===== src/rtl/fifo_stim_src_pkg.sv =====
// Shared constants, FSM state encoding and seed helper for the ap_fifo stimulus source.
package fifo_stim_pkg;

  localparam int          LANE_W    = 32;
  localparam logic [31:0] LFSR_POLY = 32'h8020_0003;

  typedef enum logic [2:0] {IDLE, LOAD, START, RUN, FINISH} state_t;

  // Lane k seed is SEED + k; an all-zero seed would lock the LFSR, so it becomes 1.
  function automatic logic [31:0] lane_seed(input logic [31:0] seed, input int k);
    logic [31:0] s;
    s = seed + 32'(k);
    return (s == 32'h0) ? 32'h1 : s;
  endfunction

endpackage


===== src/rtl/fifo_stim_src_if.sv =====
// Kernel-facing ap_ctrl_hs handshake plus the parallel ap_fifo read ports.
interface fifo_stim_src_if #(
  parameter int LANES = 8
);
  import fifo_stim_pkg::*;

  logic                    ap_start;
  logic                    ap_ready;
  logic                    ap_done;
  logic [LANES*LANE_W-1:0] din;
  logic [LANES-1:0]        empty_n;
  logic [LANES-1:0]        read;

  modport master (
    output ap_start, din, empty_n,
    input  ap_ready, ap_done, read
  );

  modport slave (
    input  ap_start, din, empty_n,
    output ap_ready, ap_done, read
  );

endinterface


===== src/rtl/fifo_stim_src_lane.sv =====
// One FWFT lane: Galois LFSR head word, word counter, empty_n and underflow detect.
module stim_lane
  import fifo_stim_pkg::*;
#(
  parameter logic [31:0] LANE_SEED     = 32'h1,
  parameter int          WORDS_PER_RUN = 1024
) (
  input  logic              clk,
  input  logic              rst_n,
  input  logic              load,
  input  logic              clr,
  input  logic              read,
  output logic [LANE_W-1:0] din,
  output logic              empty_n,
  output logic              underflow
);

  localparam int               CNT_W = $clog2(WORDS_PER_RUN + 1);
  localparam logic [CNT_W-1:0] LAST  = CNT_W'(WORDS_PER_RUN - 1);

  logic [LANE_W-1:0] lfsr;
  logic [CNT_W-1:0]  cnt;

  function automatic logic [LANE_W-1:0] lfsr_next(input logic [LANE_W-1:0] s);
    return (s >> 1) ^ (s[0] ? LFSR_POLY : '0);
  endfunction

  // A reload owns the cycle, so a concurrent read is neither served nor flagged.
  assign underflow = read && !empty_n && !load;
  assign din       = lfsr;

  always_ff @(posedge clk or negedge rst_n) begin
    if (!rst_n) begin
      lfsr    <= '0;
      cnt     <= '0;
      empty_n <= 1'b0;
    end else if (load) begin
      lfsr    <= LANE_SEED;
      cnt     <= '0;
      empty_n <= 1'b1;
    end else if (clr) begin
      empty_n <= 1'b0;
    end else if (read && empty_n) begin
      cnt <= cnt + 1'b1;
      // The last word stays on din after the lane runs dry.
      if (cnt == LAST) empty_n <= 1'b0;
      else             lfsr    <= lfsr_next(lfsr);
    end
  end

endmodule


===== src/rtl/fifo_stim_src.sv =====
// Stimulus source top: run sequencing FSM, run counter, sticky error flags, LANES FWFT lanes.
module fifo_stim_src
  import fifo_stim_pkg::*;
#(
  parameter int          LANES         = 8,
  parameter int          WORDS_PER_RUN = 1024,
  parameter int          NUM_RUNS      = 2,
  parameter logic [31:0] SEED          = 32'h0000_0001
) (
  input  logic                   ap_clk,
  input  logic                   ap_rst_n,
  fifo_stim_src_if.master        bus,
  output logic [7:0]             run_cnt,
  output logic                   all_done,
  output logic                   err_underflow,
  output logic                   err_short
);

  state_t                  state;
  logic                    start_r;
  logic                    load;
  logic                    last_run;
  logic                    finish_go;
  logic [LANES-1:0]        empty_w;
  logic [LANES-1:0]        uf_w;
  logic [LANES*LANE_W-1:0] din_w;

  assign load      = (state == LOAD);
  assign last_run  = ((run_cnt + 8'd1) == 8'(NUM_RUNS));
  // Lanes are emptied on the same edge that enters FINISH so empty_n and all_done move together.
  assign finish_go = (state == RUN) && bus.ap_done && last_run;

  assign bus.ap_start = start_r;
  assign bus.empty_n  = empty_w;
  assign bus.din      = din_w;

  for (genvar k = 0; k < LANES; k++) begin : g_lane
    stim_lane #(
      .LANE_SEED     (lane_seed(SEED, k)),
      .WORDS_PER_RUN (WORDS_PER_RUN)
    ) u_lane (
      .clk       (ap_clk),
      .rst_n     (ap_rst_n),
      .load      (load),
      .clr       (finish_go),
      .read      (bus.read[k]),
      .din       (din_w[k*LANE_W +: LANE_W]),
      .empty_n   (empty_w[k]),
      .underflow (uf_w[k])
    );
  end

  always_ff @(posedge ap_clk or negedge ap_rst_n) begin
    if (!ap_rst_n) begin
      state         <= IDLE;
      start_r       <= 1'b0;
      run_cnt       <= '0;
      all_done      <= 1'b0;
      err_underflow <= 1'b0;
      err_short     <= 1'b0;
    end else begin
      if (|uf_w) err_underflow <= 1'b1;
      case (state)
        IDLE:  state <= LOAD;
        LOAD: begin
          state   <= START;
          start_r <= 1'b1;
        end
        START: begin
          if (bus.ap_ready) begin
            start_r <= 1'b0;
            state   <= RUN;
          end
        end
        RUN: begin
          // ap_done in any other state is deliberately ignored.
          if (bus.ap_done) begin
            run_cnt <= run_cnt + 8'd1;
            if (|empty_w) err_short <= 1'b1;
            if (last_run) begin
              state    <= FINISH;
              all_done <= 1'b1;
            end else begin
              state <= LOAD;
            end
          end
        end
        FINISH: begin
          all_done <= 1'b1;
          start_r  <= 1'b0;
        end
        default: state <= IDLE;
      endcase
    end
  end

endmodule


===== src/flat_wrapper.sv =====
// flat-port wrapper written by rule: the top's interface ports become plain ports
module fifo_stim_src_flat import fifo_stim_pkg::*;
#(
  parameter int          LANES         = 8,
  parameter int          WORDS_PER_RUN = 1024,
  parameter int          NUM_RUNS      = 2,
  parameter logic [31:0] SEED          = 32'h0000_0001
)
  (ap_clk, ap_rst_n, run_cnt, all_done, err_underflow, err_short, bus_ap_start, bus_din, bus_empty_n, bus_ap_ready, bus_ap_done, bus_read);
  fifo_stim_src_if #(.LANES(LANES)) bus_i ();
  input  logic ap_clk;
  input  logic ap_rst_n;
  output logic [7:0] run_cnt;
  output logic all_done;
  output logic err_underflow;
  output logic err_short;
  output wire logic [$bits(bus_i.ap_start)-1:0] bus_ap_start;
  output wire logic [$bits(bus_i.din)-1:0] bus_din;
  output wire logic [$bits(bus_i.empty_n)-1:0] bus_empty_n;
  input wire logic [$bits(bus_i.ap_ready)-1:0] bus_ap_ready;
  input wire logic [$bits(bus_i.ap_done)-1:0] bus_ap_done;
  input wire logic [$bits(bus_i.read)-1:0] bus_read;
  assign bus_ap_start = bus_i.ap_start;
  assign bus_din = bus_i.din;
  assign bus_empty_n = bus_i.empty_n;
  assign bus_i.ap_ready = bus_ap_ready;
  assign bus_i.ap_done = bus_ap_done;
  assign bus_i.read = bus_read;
  fifo_stim_src #(.LANES(LANES), .WORDS_PER_RUN(WORDS_PER_RUN), .NUM_RUNS(NUM_RUNS), .SEED(SEED)) u_core (.ap_clk(ap_clk), .ap_rst_n(ap_rst_n), .bus(bus_i), .run_cnt(run_cnt), .all_done(all_done), .err_underflow(err_underflow), .err_short(err_short));
endmodule

===== config.mk =====
export PLATFORM = sky130hd
export DESIGN_NAME = fifo_stim_src_flat
export DESIGN_NICKNAME = d
export VERILOG_FILES = /design/src/rtl/fifo_stim_src_pkg.sv /design/src/rtl/fifo_stim_src_if.sv /design/src/rtl/fifo_stim_src_lane.sv /design/src/rtl/fifo_stim_src.sv /design/src/flat_wrapper.sv
export SDC_FILE = /design/constraint.sdc
export NUM_CORES = 1
export LEC_CHECK = 0
export BUFFER_PORTS_ARGS = -buffer_cell sky130_fd_sc_hd__buf_2
export CAP_MARGIN = 0
export CORE_MARGIN = 1.5
export CORE_UTILIZATION = 50
export DETAILED_ROUTE_END_ITERATION = 8
export GPL_TIMING_DRIVEN = 0
export PLACE_DENSITY = 0.74
export SYNTH_ARGS = -nofsm -noshare
export SYNTH_HDL_FRONTEND = slang
export SYNTH_SLANG_ARGS = --single-unit

===== constraint.sdc =====
create_clock -name ap_clk -period 2.3 [get_ports ap_clk]
set_input_delay 0.23 -clock ap_clk [delete_from_list [all_inputs] [get_ports ap_clk]]
set_output_delay 0.23 -clock ap_clk [all_outputs]
set_load 0.01 [all_outputs]

==> run metrics, run 1 <==
Synth Area in Adders 0.8178%; DR iter-0 viols between 800 and 900; Synth Instances around 1300; gp weighted congestion between 0.8 and 0.9; CP Data Arrival Time about 2.8 ns; crit-path cells ha_4 > and2_4 > a21oi_2 > o31ai_4 > and3_4 > bufbuf_16 > or4_4 > mux2i_1; H-tree Lvls 2; post-synthesis mux area share less than 1%; #FFs+latches synth 367; final setup margin -0.02146 ns; Post-DRT Antenna Nets 0; top cell type's share of synthesized area 60.03%; Mean Syn Cell Area about 12 sq um; Crit Path Category reg2reg; failing checks setup timing; max-cap viol count 0; non-filler cells, final about 2100; DR vias/cell about 6.0; # fillers approximately 2300; Final Skew 0.01192 ns; drc violations 0; Post-synth EDFFs 0; clk_lat worst skew between 0.5 and 0.6 ns; most common cell in the netlist dfrtp_1; vias in the first global route between 10000 and 15000; Tot Pwr roughly 25 mW; Clock transition at path regs about 0.06 ns; vias 12530; clock buffer depth 3; Critical Path Sink Type register; Tot GR Track Use ~26%; die span in x around 180 um; CORE AREA about 30000 sq um; CP max stage cell or4_4; Post-Syn Nets roughly 1300; Rel. slew slack slightly above 60%; fin area just under 20000 sq um; # diodes 0; grt total ovfl 0; Synth Warn # 0; Die H around 180 um; Area growth syn-to-layout 27.11%; period utilization 100.9%; Peak Freq between 400 and 500 MHz; first-pass GRT wire length around 65 mm; clk sink count roughly 370; fraction of registers with async set/reset 100.0%; Critical Path Fanout Max 5; CTS tree built; Num CTS Buffers 39; instance area at placement 17320 sq um; Worst Tran Pin Value a little under 0.6 ns; Worst Hold Launch bus_read[0]; site row count 63; RSZ-0062 raised after global routing true; DIE AREA 31660 sq um; Port Buffers ~290; # setup viols final 2; initial antenna violation count 1; worst IR drop on VDD 0.7818 mV; cell count after placement around 2000; Initial Utilization roughly 51%; nets approximately 1700; Worst Setup SP u_core.run_cnt[0]; dominant synthesized flop cell dfrtp_1; largest family of logic cells by synthesized area compound AO/OA/AOI/OAI gates; layout cells sized above 1 about 31%; CTS root buf clkbuf_16; Worst Path Required 2.74 ns; Post-DP HPWL ~27 mm; CP peak stage delay approximately 0.53 ns; post-synthesis cell area 15300 sq um; Synth cell types 57; Tightest Hold Check Type in2reg; Routed WL 41.76 mm; I/O pin total around 290; PD cells 1270 nW/um^2; WL per Instance 19.92 um; Synth Area in Compound Gates a little under a quarter; reg2reg start u_core.run_cnt[0]; register area share after synthesis 60.03%; commonest cells in the synthesized netlist 367 x dfrtp_1, 241 x a22o_1, 87 x o21ai_0, 78 x nand2_1, 63 x a21oi_1; Fin. Hold Viols 0; status finished, violations left; min Tclk post-route between 2 and 2.5 ns; top area cells in the synthesized netlist dfrtp_1 60%, a22o_1 14%, o21ai_0 2.8%; max-slew violations 0; WHS between 0.015 and 0.02 ns; post-synthesis simple-gate area fraction 10.53%; post-synth top area cell dfrtp_1; largest net degree at the start of global routing 117; Pleak 9.732 nW; Critical Path Source Type register; post-synthesis xor/xnor area fraction 1.431%; drt first pass iters 5
critical path, delay by kind of cell (launching register included):
kind | cells | cell delay (ns)
compound gates | 2 | 0.26
fa+ha+maj | 1 | 0.18
buf+inv | 1 | 0.28
flops | 1 | 0.45
mux | 1 | 0.18
simple gates | 3 | 0.89
cells in the final DEF (no fill, tap or decap), types with 10 or more instances in the layout:
cell type,netlist,final
buf_6,2,13
dfrtp_1,367,363
and2_1,17,16
buf_2,47,298
xor2_1,12,12
nand4_1,25,25
buf_4,11,65
nand2_1,78,77
xnor2_1,13,12
clkbuf_1,39,18
o31ai_1,31,28
or4_1,16,10
clkbuf_8,0,10
a22o_1,241,241
clkbuf_2,1,12
o41ai_1,14,12
clkbuf_16,0,45
nor2_1,55,51
nand3_1,26,26
nor3_1,14,13
or3_1,33,33
a21oi_1,63,55
o21ai_0,87,83
inv_1,23,23
metal layers:
layer,track usage [%],part of all wire [%],vias up
li1,-,-,5676
met1,35.60,43,6299
met2,39.58,46,471
met3,5.955,7.8,86
met4,8.648,3.0,2
met5,0,0.031,-
state kept, by name (all words and copies together), names as in the netlist:
| name | flops |
|---|---|
| u_core.g_lane.u_lane.din | 256 |
| u_core.g_lane.u_lane.empty_n | 8 |
| u_core.g_lane.u_lane.cnt | 88 |
| u_core.err_short | 1 |
| u_core.run_cnt | 8 |
| u_core.err_underflow | 1 |
| u_core.bus.ap_start | 1 |
| u_core.state | 3 |
| u_core.all_done | 1 |
through the flow:
| stage | TNS [ns] | utilization [%] | worst slack (ns) |
|---|---|---|---|
| global placement | -2395.38 | 57.65 | -6.044 |
| finish | -0.04285 | 65.10 | -0.02146 |
| global route | -1.008 | 65.10 | -0.05667 |
| detailed placement | -212.64 | 57.96 | -1.150 |
| CTS | -0.04979 | 63.95 | -0.01627 |
| floorplan | 0 | - | 0.001129 |
path summary, 6_finish.rpt:
path,end,slack (ns),cells after the start
max,u_core.g_lane[2].u_lane.cnt[10],-0.02,8
max in group asynchronous,u_core.g_lane[2].u_lane.din[11],0.40,5
max reg2reg,u_core.g_lane[2].u_lane.cnt[10],-0.02,8
min in group asynchronous,u_core.g_lane[1].u_lane.din[12],0.22,2
min reg2reg,u_core.all_done,0.47,1
min,u_core.g_lane[0].u_lane.empty_n,0.02,4
logic make-up after synthesis:
logic type,after synthesis
flops,367
compound gates,474
mux,6
buf+inv,127
fa+ha+maj,10
xor+xnor,25
simple gates,308
power breakdown:
group / leakage [nW] / internal [mW] / switching [mW] / total, mW
Sequential: 4.91 / 8.06 / 1.55 / 9.61
Clock: 0.635 / 3.79 / 2.52 / 6.30
Combinational: 4.18 / 3.83 / 4.95 / 8.78
Total: 9.73 / 15.7 / 9.02 / 24.7
layout make-up:
type	instances	area, sq um	share of cell area [%]
clock inverter	9	101.3	0.5211
buffer	102	813.3	4.182
inverter	23	86.33	0.4439
timing repair buffer	321	1847	9.496
tap	390	488.0	2.509
clock buffer	61	1191	6.125
multi-input combinational	823	5732	29.47
sequential	367	9189	47.25
repair_timing:
item | 4_1_cts | 5_1_grt
cloned | 2 | 4
hold buffers | 1 | 0
endpoints found under the setup margin | 355 | 438
buffers inserted | 14 | 10
hold endpoints to repair | 53 | 0
resized for setup | 116 | 101
pin swaps | 19 | 22
Note: power is estimated with default switching activity, not from simulation.
==> run 2: changes to the inputs <==
- PLACE_DENSITY: 0.74 -> 0.76
- SLEW_MARGIN: default -> 0
==> run 2 against run 1 <==
  * Clock skew shrank 0.00070 ns
  * Final cell count decreased by 0.14%
  * Sequential power barely moved
  * Core utilization fell by 0.19 points
  * Critical path type unchanged
  * Critical path depth grew 2
  * Fmax decreased by 3.4%
  * Sequential share of layout area grew 0.14 points
  * Routed wire length is 1.8% lower
  * Clock-buffer cell count up 2
  * Critical endpoint is now u_core.g_lane[2].u_lane.cnt[1]
  * The flow still finishes with violations (setup timing)
  * Worst setup slack got worse by 0.082 ns
==> run metrics, run 2 (synthesis results as in run 1) <==
first-pass GRT wire length 63.65 mm (was 64.50 mm); Port Buffers 287 (unchanged); drt first pass iters 7 (was 5); Area growth syn-to-layout 26.73% (was 27.11%); Routed WL 40.99 mm (was 41.76 mm); Post-DP HPWL 26.41 mm (was 26.51 mm); gp weighted congestion 0.8660 (was 0.8781); PD cells 1274 nW/um^2 (was 1270 nW/um^2); DIE AREA 31660 sq um (unchanged); initial antenna violation count 3 (was 1); Final Skew 0.01122 ns (was 0.01192 ns); die span in x 177.9 um (unchanged); CORE AREA 29870 sq um (unchanged); largest net degree at the start of global routing 123 (was 117); non-filler cells, final 2093 (was 2096); min Tclk post-route 2.404 ns (was 2.321 ns); Worst Tran Pin Value 0.6223 ns (was 0.5951 ns); CP peak stage delay 0.42 ns (was 0.53 ns); vias in the first global route 11730 (was 12070); Tightest Hold Check Type in2reg (unchanged); RSZ-0062 raised after global routing true (unchanged); clock buffer depth 3 (unchanged); Worst R2R Setup Slack -0.10 ns (was -0.02 ns); DR vias/cell 5.966 (was 5.980); instance area at placement 17320 sq um (unchanged); period utilization 104.5% (was 100.9%); Crit Reg-Reg Endpoint u_core.g_lane[2].u_lane.cnt[1] (was u_core.g_lane[2].u_lane.cnt[10]); Num CTS Buffers 39 (unchanged); I/O pin total 288 (unchanged); max-cap viol count 0 (unchanged); fin area 19390 sq um (was 19450 sq um); CP Data Arrival Time 2.81 ns (was 2.76 ns); R2R depth 10 (was 8); post-layout util 64.90% (was 65.10%); drc violations 0 (unchanged); CP max stage cell dfrtp_2 (was or4_4); DP Worst Slack -1.106 ns (was -1.150 ns); cell count after placement 1997 (unchanged); Worst Path Required 2.71 ns (was 2.74 ns); number of flip-flops under the largest register name 256 (unchanged); layout cells sized above 1 30.39% (was 31.18%); max-slew violations 0 (unchanged); vias 12490 (was 12530); Pleak 9.692 nW (was 9.732 nW); crit path to u_core.g_lane[2].u_lane.cnt[1] (was u_core.g_lane[2].u_lane.cnt[10]); nets 1696 (was 1699); Rel. slew slack 58.51% (was 60.32%); grt total ovfl 0 (unchanged); CTS root buf clkbuf_16 (unchanged); H-tree Lvls 2 (unchanged); Peak Freq 416.0 MHz (was 430.8 MHz); Clock transition at path regs 0.06 ns (about the same); Die H 177.9 um (unchanged); most frequent cells in the layout 363 x dfrtp_1, 296 x buf_2, 241 x a22o_1, 80 x o21ai_0, 76 x nand2_1 (was 363 x dfrtp_1, 298 x buf_2, 241 x a22o_1, 83 x o21ai_0, 77 x nand2_1); crit-path cells ha_4 > nand3_1 > nor2_1 > xnor2_2 > and3_4 > buf_8 > buf_12 > buf_12 > nor2_1 > a32o_1 (was ha_4 > and2_4 > a21oi_2 > o31ai_4 > and3_4 > bufbuf_16 > or4_4 > mux2i_1); Fin. Hold Viols 0 (unchanged); Critical Path Sink Type register (unchanged); status finished, violations left (unchanged); WL per Instance 19.59 um (was 19.92 um); site row count 63 (unchanged); CTS tree built (unchanged); Worst Setup SP u_core.run_cnt[1] (was u_core.run_cnt[0]); Crit Path Category reg2reg (unchanged); Critical Path Source Type register (unchanged); final setup TNS -4.339 ns (was -0.04285 ns); worst IR drop on VDD 1.111 mV (was 0.7818 mV); DR iter-0 viols 1108 (was 835); most common cell after layout, fill and taps aside dfrtp_1 (unchanged); Post-DRT Antenna Nets 0 (unchanged); clk_lat worst skew 0.53 ns (was 0.52 ns); # setup viols final 134 (was 2); reg2reg start u_core.run_cnt[1] (was u_core.run_cnt[0]); Critical Path Fanout Max 10 (was 5); clk sink count 367 (unchanged); Initial Utilization 51.21% (unchanged); final setup margin -0.1038 ns (was -0.02146 ns); Tot GR Track Use 25.25% (was 25.61%); failing checks setup timing (unchanged)
-- run 2: worst max-delay path, delay by kind of cell (launching register included) --
family                   cells  cell delay [ns]
AND/OR/NAND/NOR              4             0.79
buffers and inverters        3             0.46
flip-flops                   1             0.42
AO/OA/AOI/OAI                1             0.24
XOR/XNOR                     1             0.19
adder cells (fa/ha/maj)      1             0.18
-- run 2: where the power goes --
part / total, mW / switching, mW / internal, mW
registers: 9.63 / 1.57 / 8.06
logic: 8.69 / 4.88 / 3.81
clock network: 6.39 / 2.50 / 3.89
-- run 2: stage by stage --
stage	hold slack (ns)	power (mW)
final	0.02471	24.70
after global placement	0.4509	17.10
after detailed placement	0.2244	17.36
after global routing	0.02799	26.06
after CTS	0.006249	24.25
after floorplan	-0.06559	14.18
-- run 2: metal layers --
metal | part of all wire (%) | vias to the layer above | global-route usage, %
met5 | 0.029 | - | 0
met4 | 2.1 | 2 | 6.863
met3 | 8.3 | 67 | 5.570
met2 | 46 | 490 | 39.25
met1 | 44 | 6244 | 35.74
li1 | - | 5684 | -
-- run 2: area by class of cell --
cell class,instances,area [sq um]
fill,2292,10490
sequential,367,9189
multi-input combinational,823,5697
timing repair buffer,318,1792
clock buffer,63,1199
buffer,102,834.6
tap,390,488.0
clock inverter,5,100.1
inverter,23,86.33
antenna,2,5.005
-- run 2: worst min path at each step --
stage                          startpoint                               to  slack [ns]  depth (start not counted)
after floorplan                  ap_rst_n                  u_core.all_done       -0.07                          0
after global placement    u_core.all_done                  u_core.all_done        0.45                          1
after detailed placement         ap_rst_n   u_core.g_lane[1].u_lane.din[9]        0.22                          1
after CTS                     bus_read[3]  u_core.g_lane[3].u_lane.empty_n       0.006                          4
after global routing          bus_read[0]  u_core.g_lane[0].u_lane.empty_n        0.03                          4
final                         bus_read[5]  u_core.g_lane[5].u_lane.empty_n        0.02                          4
-- run 2: timing repair --
action,in CTS,in global routing
cloned,1,4
endpoints found under the setup margin,355,339
buffers inserted,12,10
resized for setup,100,123
hold buffers,1,0
hold endpoints to repair,63,0
pin swaps,9,12
